`src/rtl/comms_pkg.sv`:
```
// Shared types and constants for the stream-to-byte transmit path.
// Byte-lane helpers assume 32-bit words, MSB-first transmission.
package comms_pkg;

  localparam int         BYTES_PER_WORD = 4;
  localparam logic [7:0] FILL_BYTE      = 8'h00;

  typedef enum logic {
    IDLE  = 1'b0,
    SHIFT = 1'b1
  } ser_state_t;

  function automatic logic [7:0] word_byte(input logic [31:0] word, input logic [2:0] idx);
    case (idx)
      3'd0:    word_byte = word[31:24];
      3'd1:    word_byte = word[23:16];
      3'd2:    word_byte = word[15:8];
      3'd3:    word_byte = word[7:0];
      default: word_byte = FILL_BYTE;
    endcase
  endfunction

  function automatic logic [7:0] word_xor(input logic [31:0] word);
    word_xor = word[31:24] ^ word[23:16] ^ word[15:8] ^ word[7:0];
  endfunction

endpackage

```
`src/rtl/sync_fifo.sv`:
```
// Single-clock FIFO with registered level counter; clear_i empties it synchronously.
// Pop-before-push on a full FIFO lets both happen in the same cycle.
module sync_fifo #(
  parameter int DEPTH = 16,
  parameter int WIDTH = 32
) (
  input  logic                     clk_i,
  input  logic                     rst_i,
  input  logic                     clear_i,
  input  logic                     push_i,
  input  logic [WIDTH-1:0]         data_i,
  input  logic                     pop_i,
  output logic [WIDTH-1:0]         data_o,
  output logic                     full_o,
  output logic                     empty_o,
  output logic [$clog2(DEPTH):0]   level_o
);

  localparam int             AW       = $clog2(DEPTH);
  localparam logic [AW:0]    FULL_LVL = (AW+1)'(DEPTH);

  logic [WIDTH-1:0] mem [DEPTH];
  logic [AW-1:0]    wr_ptr;
  logic [AW-1:0]    rd_ptr;
  logic [AW:0]      level;
  logic             do_push;
  logic             do_pop;

  assign do_pop  = pop_i && !clear_i && (level != '0);
  assign do_push = push_i && !clear_i && ((level != FULL_LVL) || do_pop);

  always_ff @(posedge clk_i) begin
    if (do_push) mem[wr_ptr] <= data_i;
  end

  // Pointers wrap naturally because DEPTH is a power of two.
  always_ff @(posedge clk_i or posedge rst_i) begin
    if (rst_i) begin
      wr_ptr <= '0;
      rd_ptr <= '0;
      level  <= '0;
    end else if (clear_i) begin
      wr_ptr <= '0;
      rd_ptr <= '0;
      level  <= '0;
    end else begin
      if (do_push) wr_ptr <= wr_ptr + 1'b1;
      if (do_pop)  rd_ptr <= rd_ptr + 1'b1;
      case ({do_push, do_pop})
        2'b10:   level <= level + 1'b1;
        2'b01:   level <= level - 1'b1;
        default: level <= level;
      endcase
    end
  end

  assign data_o  = mem[rd_ptr];
  assign full_o  = (level == FULL_LVL);
  assign empty_o = (level == '0);
  assign level_o = level;

endmodule

```
`src/rtl/stream_tx_buffer.sv`:
```
// Buffers 32-bit stream words and serialises them MSB-first into SPI tx bytes.
// Define STREAM_TX_BUFFER_CHECKSUM_EN to append an XOR checksum byte after each word.
//
// state | meaning
// IDLE  | no word held; filler byte presented, tx_valid_o low
// SHIFT | word held in word_q; byte idx_q presented, tx_valid_o high
module stream_tx_buffer #(
  parameter int DEPTH = 16,
  parameter int WIDTH = 32
) (
  input  logic                   clk_i,
  input  logic                   rst_i,
  input  logic                   stream_valid_i,
  input  logic [WIDTH-1:0]       stream_i,
  input  logic                   flush_i,
  input  logic                   byte_req_i,
  output logic [7:0]             tx_byte_o,
  output logic                   tx_valid_o,
  output logic [$clog2(DEPTH):0] level_o,
  output logic                   empty_o,
  output logic                   overflow_o
);

  import comms_pkg::*;

`ifdef STREAM_TX_BUFFER_CHECKSUM_EN
  localparam logic [2:0] LAST_IDX = 3'(BYTES_PER_WORD);
`else
  localparam logic [2:0] LAST_IDX = 3'(BYTES_PER_WORD - 1);
`endif

  ser_state_t       state_q, state_d;
  logic [WIDTH-1:0] word_q, word_d;
  logic [2:0]       idx_q, idx_d;
  logic [7:0]       tx_byte_d;
  logic             tx_valid_d;
  logic             overflow_d;
  logic             empty_d;

  logic             fifo_push;
  logic             fifo_pop;
  logic             fifo_full;
  logic             fifo_empty;
  logic [WIDTH-1:0] fifo_data;

  sync_fifo #(
    .DEPTH (DEPTH),
    .WIDTH (WIDTH)
  ) u_fifo (
    .clk_i   (clk_i),
    .rst_i   (rst_i),
    .clear_i (flush_i),
    .push_i  (fifo_push),
    .data_i  (stream_i),
    .pop_i   (fifo_pop),
    .data_o  (fifo_data),
    .full_o  (fifo_full),
    .empty_o (fifo_empty),
    .level_o (level_o)
  );

  always_comb begin
    state_d  = state_q;
    word_d   = word_q;
    idx_d    = idx_q;
    fifo_pop = 1'b0;

    case (state_q)
      IDLE: begin
        if (!fifo_empty) begin
          fifo_pop = 1'b1;
          word_d   = fifo_data;
          idx_d    = '0;
          state_d  = SHIFT;
        end
      end
      SHIFT: begin
        if (byte_req_i) begin
          if (idx_q != LAST_IDX) begin
            idx_d = idx_q + 3'd1;
          end else if (!fifo_empty) begin
            fifo_pop = 1'b1;
            word_d   = fifo_data;
            idx_d    = '0;
          end else begin
            state_d = IDLE;
          end
        end
      end
      default: state_d = IDLE;
    endcase

    if (flush_i) begin
      state_d  = IDLE;
      idx_d    = '0;
      fifo_pop = 1'b0;
    end

    fifo_push  = stream_valid_i && !flush_i && (!fifo_full || fifo_pop);
    overflow_d = flush_i ? 1'b0
               : (overflow_o || (stream_valid_i && fifo_full && !fifo_pop));

    // Landing in IDLE implies the FIFO was empty this cycle, so only a push can refill it.
    empty_d = (state_d == IDLE) && !fifo_push;

    tx_valid_d = (state_d == SHIFT);
    tx_byte_d  = FILL_BYTE;
    if (state_d == SHIFT) begin
`ifdef STREAM_TX_BUFFER_CHECKSUM_EN
      tx_byte_d = (idx_d == LAST_IDX) ? word_xor(word_d) : word_byte(word_d, idx_d);
`else
      tx_byte_d = word_byte(word_d, idx_d);
`endif
    end
  end

  always_ff @(posedge clk_i or posedge rst_i) begin
    if (rst_i) begin
      state_q    <= IDLE;
      word_q     <= '0;
      idx_q      <= '0;
      tx_byte_o  <= FILL_BYTE;
      tx_valid_o <= 1'b0;
      overflow_o <= 1'b0;
      empty_o    <= 1'b1;
    end else begin
      state_q    <= state_d;
      word_q     <= word_d;
      idx_q      <= idx_d;
      tx_byte_o  <= tx_byte_d;
      tx_valid_o <= tx_valid_d;
      overflow_o <= overflow_d;
      empty_o    <= empty_d;
    end
  end

endmodule

```
`config.mk`:
```
export PLATFORM = sky130hd
export DESIGN_NAME = stream_tx_buffer
export DESIGN_NICKNAME = d
export VERILOG_FILES = /design/src/rtl/comms_pkg.sv /design/src/rtl/sync_fifo.sv /design/src/rtl/stream_tx_buffer.sv
export SDC_FILE = /design/constraint.sdc
export NUM_CORES = 1
export LEC_CHECK = 0
export CORE_UTILIZATION = 35
export CTS_BUF_LIST = sky130_fd_sc_hd__clkbuf_2
export DETAILED_ROUTE_END_ITERATION = 10
export PLACE_DENSITY = 0.56
export SLEW_MARGIN = 25
export SYNTH_ARGS = -nofsm -noshare
export SYNTH_HDL_FRONTEND = slang
export SYNTH_HIERARCHICAL = 1
export SYNTH_SLANG_ARGS = --single-unit
```
`constraint.sdc`:
```
create_clock -name clk_i -period 7.3 [get_ports clk_i]
set_clock_uncertainty 0.15 [all_clocks]
set_input_delay 0.73 -clock clk_i [delete_from_list [all_inputs] [get_ports clk_i]]
set_output_delay 0.73 -clock clk_i [all_outputs]
set_load 0.01 [all_outputs]
```
Word level (Yosys, flattened, before mapping)
Memory sizes are Yosys's and may differ from the RTL's.
Cells that the tools add are included.
{"block": "totals", "ff_bits": 59, "word_cells": 76, "mem_bits_rw": 512, "in_bits": 37, "mem_count": 1, "output_inout_bits": 16}
{"block": "op_classes", "bitwise_logic": 2, "muxes": 29, "reduce_logical": 22, "eq_ne": 8, "add_sub_neg": 5}
{"name": "u_fifo.mem", "words": 16, "width": 32, "rd": 1, "rd_ports_with_merged_regs": 0, "write_ports": 1, "line": "sync_fifo.sv:22", "text": "logic [WIDTH-1:0] mem [DEPTH];"}
{"operator": "32-bit 2-to-1 mux", "n": 3}
{"operator": "32-bit one-hot mux with 2 select lines", "n": 1}
{"operator": "8-bit one-hot mux with 4 select lines", "n": 1}
{"operator": "4-bit 2-to-1 mux", "n": 4}
{"operator": "3-bit 2-to-1 mux", "n": 4}
{"operator": "1-bit 2-to-1 mux", "n": 10}
{"operator": "5-bit one-hot mux with 2 select lines", "n": 1}
{"operator": "1-bit logical AND", "n": 9}
{"operator": "4-bit by 1-bit adder with 4-bit output (second input constant)", "n": 2}
{"operator": "8-bit 2-to-1 mux", "n": 1}
{"operator": "3-bit by 2-bit == test with 1-bit output (second input constant)", "n": 2}
{"operator": "3-bit one-hot mux with 2 select lines", "n": 1}
{"operator": "5-bit by 1-bit adder with 5-bit output (second input constant)", "n": 1}
{"operator": "5-bit == test (second input constant)", "n": 1}
{"operator": "5-bit logical NOT", "n": 1}
{"operator": "5-bit 2-to-1 mux", "n": 1}
{"operator": "5-bit inequality test (second input constant)", "n": 1}
{"operator": "5-bit nonzero test", "n": 1}
{"operator": "5-bit by 1-bit subtractor with 5-bit output (second input constant)", "n": 1}
{"operator": "1-bit logical NOT", "n": 4}
{"operator": "1-bit one-hot mux with 2 select lines", "n": 2}
{"operator": "2-bit nonzero test", "n": 2}
{"operator": "3-bit by 1-bit adder with 3-bit output (second input constant)", "n": 1}
{"operator": "3-bit by 1-bit == test with 1-bit output (second input constant)", "n": 1}
{"operator": "7 further kinds", "n": 10}

Longest topological paths before layout
Gate-level depths: netlist (run 1).
{"block": "logic_depth", "depth_word": 13, "mapped_depth": 16, "depth_no_buf": 12}

By module
Netlist (run 1), hierarchy kept.
{"module": "sync_fifo", "instances": 1, "seq_area_each_um2": 15700.1, "cells_per_inst": 910, "area_each_um2": 20154.3}
{"module": "stream_tx_buffer", "instances": 1, "seq_area_each_um2": 1152.4, "cells_per_inst": 155, "area_each_um2": 2042.0}

Worst setup path after synthesis (run 1)
No wires, ideal clock.
{"block": "synth_path", "path_type": "input port to flip-flop", "from": "in byte_req_i", "to": "mem u_fifo.mem[0][0] (enable)", "arrival_ps": 5544, "slack_ps": 1093, "required_time_ps": 6637, "setup_ps": 513, "cell_stages": 8, "path_cell_list": "nand3b_1 > a21o_1 > buf_4 > buf_2 > a21oi_1 > clkbuf_1 > o21ai_4 > nor4b_1"}
{"block": "synth_via", "elab_chain_cells": 9, "word_cells_on_any_way": 12, "classes_between": "mux: 5; reduce/logical: 7"}
{"item": "start: declaration", "line": "stream_tx_buffer.sv:16", "text": "input logic byte_req_i,"}
{"item": "1-bit 2-to-1 mux", "line": "stream_tx_buffer.sv:78", "text": "if (byte_req_i) begin"}
{"item": "1-bit one-hot mux with 2 select lines", "line": "stream_tx_buffer.sv:68", "text": "case (state_q)"}
{"item": "1-bit 2-to-1 mux", "line": "stream_tx_buffer.sv:93", "text": "if (flush_i) begin"}
{"item": "1-bit logical OR", "line": "stream_tx_buffer.sv:99", "text": "fifo_push = stream_valid_i && !flush_i && (!fifo_full || fifo_pop);"}
{"item": "1-bit logical AND", "line": "stream_tx_buffer.sv:99"}
{"item": "via fifo_push", "line": "stream_tx_buffer.sv:40", "text": "logic fifo_push;"}
{"item": "1-bit logical AND (2 in series)", "line": "sync_fifo.sv:30", "text": "assign do_push = push_i && !clear_i && ((level != FULL_LVL) || do_pop);"}
{"item": "1-bit 2-to-1 mux", "line": "sync_fifo.sv:33", "text": "if (do_push) mem[wr_ptr] <= data_i;"}
{"item": "1-bit 2-to-1 mux (implied by the code)", "line": "sync_fifo.sv:33"}
{"item": "end: declaration", "line": "sync_fifo.sv:22"}
The timed path passes the listed nets, and every way through them passes these cells.

Final worst setup path (run 1)
{"block": "layout_path", "from": "reg idx_q[1]", "to": "mem u_fifo.mem[2][31] (enable)"}
{"block": "layout_via", "elab_chain_cells": 11, "word_cells_on_any_way": 14, "classes_between": "eq/ne: 1; mux: 6; reduce/logical: 7"}
{"item": "start: declaration", "line": "stream_tx_buffer.sv:34", "text": "logic [2:0] idx_q, idx_d;"}
{"item": "start signal: assignment", "line": "stream_tx_buffer.sv:129", "text": "idx_q <= idx_d;"}
{"item": "3-bit by 2-bit inequality test with 1-bit output", "line": "stream_tx_buffer.sv:79", "text": "if (idx_q != LAST_IDX) begin"}
{"item": "1-bit 2-to-1 mux", "line": "stream_tx_buffer.sv:79"}
{"item": "1-bit 2-to-1 mux", "line": "stream_tx_buffer.sv:78"}
{"item": "1-bit one-hot mux with 2 select lines", "line": "stream_tx_buffer.sv:68"}
{"item": "1-bit 2-to-1 mux", "line": "stream_tx_buffer.sv:93"}
{"item": "1-bit logical OR", "line": "stream_tx_buffer.sv:99"}
{"item": "1-bit logical AND", "line": "stream_tx_buffer.sv:99"}
{"item": "via fifo_push", "line": "stream_tx_buffer.sv:40"}
{"item": "1-bit logical AND (2 in series)", "line": "sync_fifo.sv:30"}
{"item": "1-bit 2-to-1 mux", "line": "sync_fifo.sv:33"}
{"item": "1-bit 2-to-1 mux (implied by the code)", "line": "sync_fifo.sv:33"}
The timed path passes the listed nets, and every way through them passes these cells.

==> results of run 1 <==
==> worst register-to-register path: stages (launching register included) <==
cell and delay [ps]:
dfrtp_1 430, ha_1 240, nand3b_1 170, a21o_1 420
a21oi_1 810, o21ai_4 420, nor4_2 840, buf_4 550
==> cell families after synthesis <==
group	count (synthesis)	share of synthesized area, %
flops	571	75.92
mux	168	14.90
simple gates	112	2.616
compound gates	108	3.957
buf+inv	89	1.725
fa+ha+maj	10	0.5975
xor+xnor	7	0.2762
==> area by class of cell <==
type                       instances  share of cell area (%)
antenna                            7                 0.07001
clock buffer                     199                   3.981
clock inverter                    26                  0.5451
inverter                          29                  0.4401
multi-input combinational        405                   20.28
sequential                       571                   67.39
tap                              837                   4.186
timing repair buffer              81                   3.110
==> cells in the mapped netlist (all sizes together) (2+ instances only) <==
cell type  count  share of area [%]
o21ai          3               0.19
nor3           8               0.18
ha             9               0.51
dfrtp         58                6.5
a22oi         65                2.2
mux2i         20               0.90
mux4         128                 13
or2            2              0.056
mux2          20                1.0
inv           29               0.49
o221ai        16               0.63
nand4          3              0.085
clkbuf        32               0.54
nor2          23               0.39
nand2         38               0.65
xor2           5               0.20
a31o           2              0.079
o21bai         3               0.10
nor4           6               0.17
xnor2          2              0.079
nand3          2              0.045
or3            2              0.079
nand2b         6               0.17
nor2b          5               0.19
o211ai         3               0.10
edfxtp       512                 69
nor4b          3               0.12
nor3b          2              0.068
nand3b         2              0.068
and3           6               0.17
a21oi          6               0.15
buf           28               0.69
a31oi          3               0.15
==> through the flow <==
step / setup slack, ps / utilization [%] / total power, mW
3_5_place_dp: 2174 / 38.30 / 5.439
6_report: 2893 / 40.25 / 7.317
4_1_cts: 2853 / 40.22 / 7.451
2_1_floorplan: 1093 / - / 5.010
3_3_place_gp: 2282 / 38.30 / 5.422
5_1_grt: 2522 / 40.23 / 7.724
==> per-layer routing <==
metal	wire length [um]	GRT usage [%]
met4	733	5.525
met1	22890	23.18
met3	3530	4.835
met2	23180	23.85
met5	0	0
==> final timing paths <==
| check | to | slack, ps | depth (start not counted) |
|---|---|---|---|
| worst max-delay path | u_fifo/mem[2][31] | 2890 | 7 |
| worst min-delay path | u_fifo/mem[1][20] | 290 | 1 |
| worst max register to register | u_fifo/mem[2][31] | 2890 | 7 |
| worst min register to register | word_q[25] | 350 | 2 |
| max in group asynchronous | word_q[10] | 6030 | 3 |
| min in group asynchronous | u_fifo/level_o[1] | 370 | 3 |
==> cell usage in the layout, fill, tap and decap left out, types with 3 or more instances in the layout <==
cell,count
a21oi_1,5
a22oi_1,64
and3_1,6
buf_4,21
clkbuf_2,199
clkdlybuf4s50_1,52
clkinv_1,14
dfrtp_1,56
diode_2,7
dlygate4sd3_1,6
edfxtp_1,512
ha_1,9
inv_1,28
inv_2,8
mux2_1,8
mux2_2,12
mux2i_1,20
mux4_2,128
nand2_1,37
nand2b_1,6
nand4_1,3
nor2_1,22
nor2b_4,3
nor3_2,8
nor4_2,6
o211ai_1,3
o21bai_1,3
o221ai_1,16
xor2_1,5
==> flip-flops by register name (all words and copies together) (netlist names), 3 cells and up <==
name,cells
word_q,32
u_fifo/rd_ptr,4
u_fifo/mem,512
tx_byte_o,8
idx_q,3
u_fifo/wr_ptr,4
u_fifo/level_o,5
==> report_power, final <==
part / leakage (nW) / switching, mW / internal [mW] / total (mW)
clock network: 0.901 / 1.23 / 0.757 / 1.99
logic: 1.99 / 0.742 / 0.736 / 1.48
registers: 5.34 / 0.142 / 3.71 / 3.85
==> repair_timing <==
item	CTS	global route
buffers inserted	0	0
hold buffers	6	0
hold endpoints to repair	69	0
==> reports/results.txt, run 1 <==
The fraction of layout cells with a size suffix above 1 works out to 31.81%. CTS built an H-tree with a depth of 4. The total power divided by cell area came out at 292.4 mW/mm2. The mean number of vias per cell is 5.098. The number of antenna violations at the first check in global routing was 6; the clock slew at the register clock pins of the worst setup and hold paths was 110 ps.

Tracing the worst setup path back leads to its startpoint at idx_q[1]. Timing would allow up to 226.9 MHz. During I/O placement, the number of pins put on the boundary was 53. The wire length reported by the detailed router was 50.33 mm. In this run the worst path has a maximum fanout of 26.

The initial utilization of the core area, before any placement, comes to 35.70%. The worst setup path is of the register to register kind. The run finished with clean final reports. Once the clock tree was built, the resizer swapped 0 gates to a different size. The run gives 5 as the number of optimization iterations in the first detailed-route pass.

The proportion of register bits with asynchronous set or reset after synthesis was 10.33%; the number of synthesized flops with an enable pin was 512. Setup violations remaining at the end of the flow were counted as 0. Among cell families on the critical path, the largest total delay comes from compound AO/OA/AOI/OAI gates.

The startpoint identified for the worst hold timing path is stream_i[20]. At the end of the flow, the number of nets in the layout was 1278. Flip-flop and latch count after synthesis: 571.

The type of the most critical hold path is primary input to register. The smallest clock period supported by the final layout is computed as 4407 ps. The worst register-to-register path begins at idx_q[1]. The maximum number of buffers from clock root to sink is 3.

Dividing the detail-routed wire length by the instance count gives 23.35 um. The tools report the sequential share of the synthesized area as 75.92%. In the final layout, flip-flops and latches occupy 0.01686 mm2. Setup repair after global routing left no endpoint under its margin. Counting every instance in the synthesized netlist gives 1065.

The number of CTS-inserted buffers was 143; the vertical extent of the die was 253.8 um. The required time at the worst-slack endpoint is 8030 ps, and the overall overflow remaining after global route is 0. Placer congestion estimate: 0.7641. The number of buffer and inverter stages on the critical path works out to 1. The first routing iteration left 901 violations. The routed layout has 10990 vias. The worst setup path is captured at a register. The tools report the final-report hold violation count as 0. The run gives 30.99% as the worst slew margin relative to its limit.

The number of global-route vias before repair was 11470. The placement row count is 91. The number of cells after detailed placement came out at 1917. In the final layout, the multi-input gates occupy 0.005075 mm2. Entering global routing, the biggest net connects 87 pins. Fill cell instance count of the final layout: 5654. The tools report the cell area after layout as 0.02502 mm2. The cell area that synthesis handed to floorplanning was 0.02220 mm2. The final critical path takes up 60.37% of the cycle.

Clock latency on the worst-skew pair, taken at its later pin, is 1310 ps. The area growth from synthesis to final layout was 12.72%; the worst hold slack was 291.4 ps. The finished layout holds 2155 standard cells, fillers aside. Across the VDD grid, the largest voltage drop is 207.7 uV.

The run gives 0 as the number of nets with antenna violations after routing. Number of buffers inserted by port buffering: 52. For this run, the total global-route usage over all layers was measured as 16.31%.

The critical path's slowest cell was nor4_2. Placed standard-cell area: 0.02381 mm2. The half-perimeter wire length after detailed placement was 28.82 mm; the average footprint of a synthesized cell was 20.84 um2.

The Yosys step of the flow raised 6 warnings. The analysis attributes to cell leakage a power of 8.226 nW. The die covers 0.06443 mm2.

STA puts the critical path data arrival time at 5140 ps. The die outline width works out to 253.8 um. For this run, design rule violations remaining after detail routing come to 0.

The number of clock sinks seen by CTS was 571; the actual slew at the worst max-slew pin was 1035 ps. The run gives 59 as the post-synthesis cell type count. STA classifies the critical path startpoint as a register. CTS placed an instance of clkbuf_2 at the clock tree root. The logs give 0 for the number of pins with negative max-slew slack in the final report and 1112 for the synthesized net count. The delay of the slowest cell on the worst path works out to 820 ps. The critical path goes through ha_1 -> nand3b_1 -> a21o_1 -> a21oi_1 -> o21ai_4 -> nor4_2 -> buf_4. For this run, the leading register cell type out of synthesis is edfxtp_1. TritonCTS built the clock tree.

The first global-routing pass estimated 74.25 mm of wire. For the final routed database, the setup TNS stands at 0 ps. The placeable core region is 0.06217 mm2. Across the run, the number of max-cap violations was 0.
Power figures use the tool's default switching activity.
==> run 2, diff against run 1 <==
==> constraint.sdc (replaced) <==
create_clock -name clk_i -period 4.2 [get_ports clk_i]
set_clock_uncertainty 0.15 [all_clocks]
set_input_delay 0.42 -clock clk_i [delete_from_list [all_inputs] [get_ports clk_i]]
set_output_delay 0.42 -clock clk_i [all_outputs]
set_load 0.01 [all_outputs]
==> reports/results.txt, run 2 (synthesis gave the netlist of run 1 again) <==
TritonCTS built the clock tree. The time the final worst path needs with I/O delays and setup came out at 3611 ps. The register with the most flip-flops in the layout has 512 of them. The clock slew at the register clock pins of the worst setup and hold paths is 110 ps, and the max-cap violation count is 0. The initial utilization of the core area, before any placement, comes to 35.70%.

Input and output buffers added on the ports amount to 52. For the number of global-route vias before repair, the log shows 12060. For this design, the sink count on the clock tree is 571. The fraction of layout cells with a size suffix above 1 is 32.95%. The placement row count is 91, and the delay of the slowest cell on the worst path is 650 ps. In the final layout, the registers with the most flip-flops are u_fifo/mem x512, word_q x32, tx_byte_o x8. No sink is reached through more buffers than the 3 on the longest clock path. The number of pins with negative max-slew slack in the final report was 0; the vertical extent of the die was 253.8 um.

The number of gates on the worst path with buffers counted came out at 10. The placer congestion estimate is 0.7763. Once detail routing completed, the nets flagged for antenna violations numbered 0.

Total power for the finished layout comes to 13.44 mW. After layout, the worst path uses 85.98% of the clock period. Global routing finished with a remaining overflow of 0. The total area inside the core boundary comes to 0.06217 mm2. Post-detailed-route wirelength per cell: 22.76 um.

The commonest non-fill, non-tap cell in the layout was edfxtp_1. The first global-routing pass estimated 76.77 mm of wire. The signal on the critical path passes through or4_4 -> nor2_1 -> a21o_1 -> a21oi_1 -> or3_1 -> fa_1 -> nand2b_1 -> o2bb2ai_1 -> a31oi_1 -> nand4_1.

The tools report the level count of the clock H-tree as 4. The worst-case reg-to-reg path depth is 10. The tree is rooted in a clkbuf_2. The internal portion of total power came out at 9.612 mW.

Maximum net fanout on the critical path: 11. Launching element type of the critical path: a register. Leaving out fill and tap cells, the most frequent cells in the layout are 512 x edfxtp_1, 212 x clkbuf_2, 128 x mux4_2. Data on the critical path arrives at its endpoint at 4550 ps. The detailed router finished its first iteration with 945 violations. The worst slew margin relative to its limit is 35.86%, and the sequential share of power is 49.6%. The clock insertion delay at the later pin of the skew report came out at 1290 ps.

For this run, the post-layout net count is 1338. For the total I/O pin count, the log shows 53. At the pin with the least slew margin, the transition time is 962.1 ps.

Per report_power, the combinational group accounts for 20.8% of the total. The tools report the number of antenna violations at the first check in global routing as 3. Across every metal layer, demand over resource in global routing totals 16.61%.

The total power divided by cell area came out at 517.2 mW/mm2. For the count of placed standard cells in the final layout, fillers left out, the log shows 2239. Counting both buffers and inverters, the worst setup path holds a total of 0. The tools report the final-report hold violation count as 0.

Wires add up to 50.95 mm. Among all stages on the critical path, the largest delay is contributed by or4_4. Counting tap cells, the placed design contains a total of 1941 instances. The count of final setup violators was 0; the net switching component of the power was 3.828 mW.

The highest achievable clock rate was 276.9 MHz. The run finished with clean final reports. The routed layout has 11290 vias. Critical path class: register to register.

The die outline width was 253.8 um. STA classifies the critical path endpoint as a register. The run gives 30.69 mm as the half-perimeter wire length after detailed placement. The count of cells along the worst hold path works out to 4.

The type of the most critical hold path is primary input to register. The die covers 0.06443 mm2. Relative to the synthesized area, the layout overhead comes to 17.07%. The remaining design rule violation count came out at 0. Summed over all cells, the static leakage comes to 8.745 nW. IR analysis of the VDD net gives a maximum drop of 212.4 uV. After clock tree synthesis, the setup repair step added 0 buffers.

Among cell families on the critical path, the largest total delay comes from simple AND/OR/NAND/NOR gates. Ranked by flip-flop count, first place goes to u_fifo/mem. Pin count of the biggest net entering global routing: 47. In the routed layout, each cell is associated on average with a via count of 5.044.

In this run, CTS created clock tree buffers numbering 146. Number of optimization iterations in the first detailed-route pass: 5. Net switching is 28.48% of the power. Setup repair after global routing left no endpoint under its margin.

The proportion of power drawn by the clock network is 29.6%, and the required time at the worst-slack endpoint is 5140 ps.
-- run 2: cell count changes in the layout (fill, tap and decap cells not counted), sizes merged --
| cell | before | now |
|---|---|---|
| dlygate4sd3 | 6 | 39 |
| buf | 23 | 47 |
| clkinv | 16 | 34 |
| clkbuf | 199 | 212 |
| inv | 36 | 29 |
| bufinv | 1 | 7 |
| diode | 7 | 3 |
| clkinvlp | 2 | 3 |
-- run 2: layout make-up --
cell class,count,area (um2)
Clock inverter,44,377.9
Tap cell,837,1047
Timing Repair Buffer,138,1326
Inverter,29,110.1
Antenna cell,3,7.507
Fill cell,5594,36180
Clock buffer,212,1061
Sequential cell,571,16860
Multi-Input combinational cell,405,5195
-- run 2: tightest hold or removal path, stage by stage --
cell and delay (ps):
dlygate4sd3_1 530, clkdlybuf4s50_1 540, buf_4 190, nor3b_1 60
-- run 2: path summary, 6_finish.rpt --
| check | start | end | slack, ps |
|---|---|---|---|
| max in group asynchronous | rst_i | word_q[30] | 2750 |
| worst min-delay path | flush_i | idx_q[2] | 330 |
| min in group asynchronous | rst_i | u_fifo/wr_ptr[3] | 480 |
| worst max register to register | u_fifo/level_o[0] | u_fifo/level_o[4] | 590 |
| worst max-delay path | u_fifo/level_o[0] | u_fifo/level_o[4] | 590 |
| worst min register to register | word_q[15] | word_q[15] | 350 |
-- run 2: stage by stage --
step	utilization [%]	instance area (um2)	setup TNS (ps)	setup slack (ps)	hold slack (ps)
floorplan	-	22290	-126560	-588.5	147.0
global placement	38.84	24150	0	682.2	323.3
detailed placement	38.84	24150	0	635.6	330.2
CTS	41.78	25980	0	593.7	167.9
global route	41.79	25980	0	377.1	227.4
finish	41.80	25980	0	589.0	329.6
-- run 2: repair_timing --
action / 4_1_cts / 5_1_grt
endpoints found under the hold margin: 521 / 0
hold buffers: 39 / 0
gates resized for setup: 0 / 0
-- run 2: power by group through the flow --
stage / registers, mW / clock network, mW / logic (mW)
after global placement: 6.80 / 0 / 2.78
after CTS: 6.67 / 4.15 / 2.85
final: 6.67 / 3.98 / 2.79
after global routing: 6.71 / 4.43 / 3.04
after detailed placement: 6.80 / 0 / 2.81
after floorplan: 6.69 / 0 / 2.03
-- run 2: metal layers --
metal / global-route usage [%] / share of wire, %
met5: 0 / 0
met1: 22.84 / 46
met4: 4.768 / 1.2
met2: 25.33 / 47
met3: 5.193 / 5.7
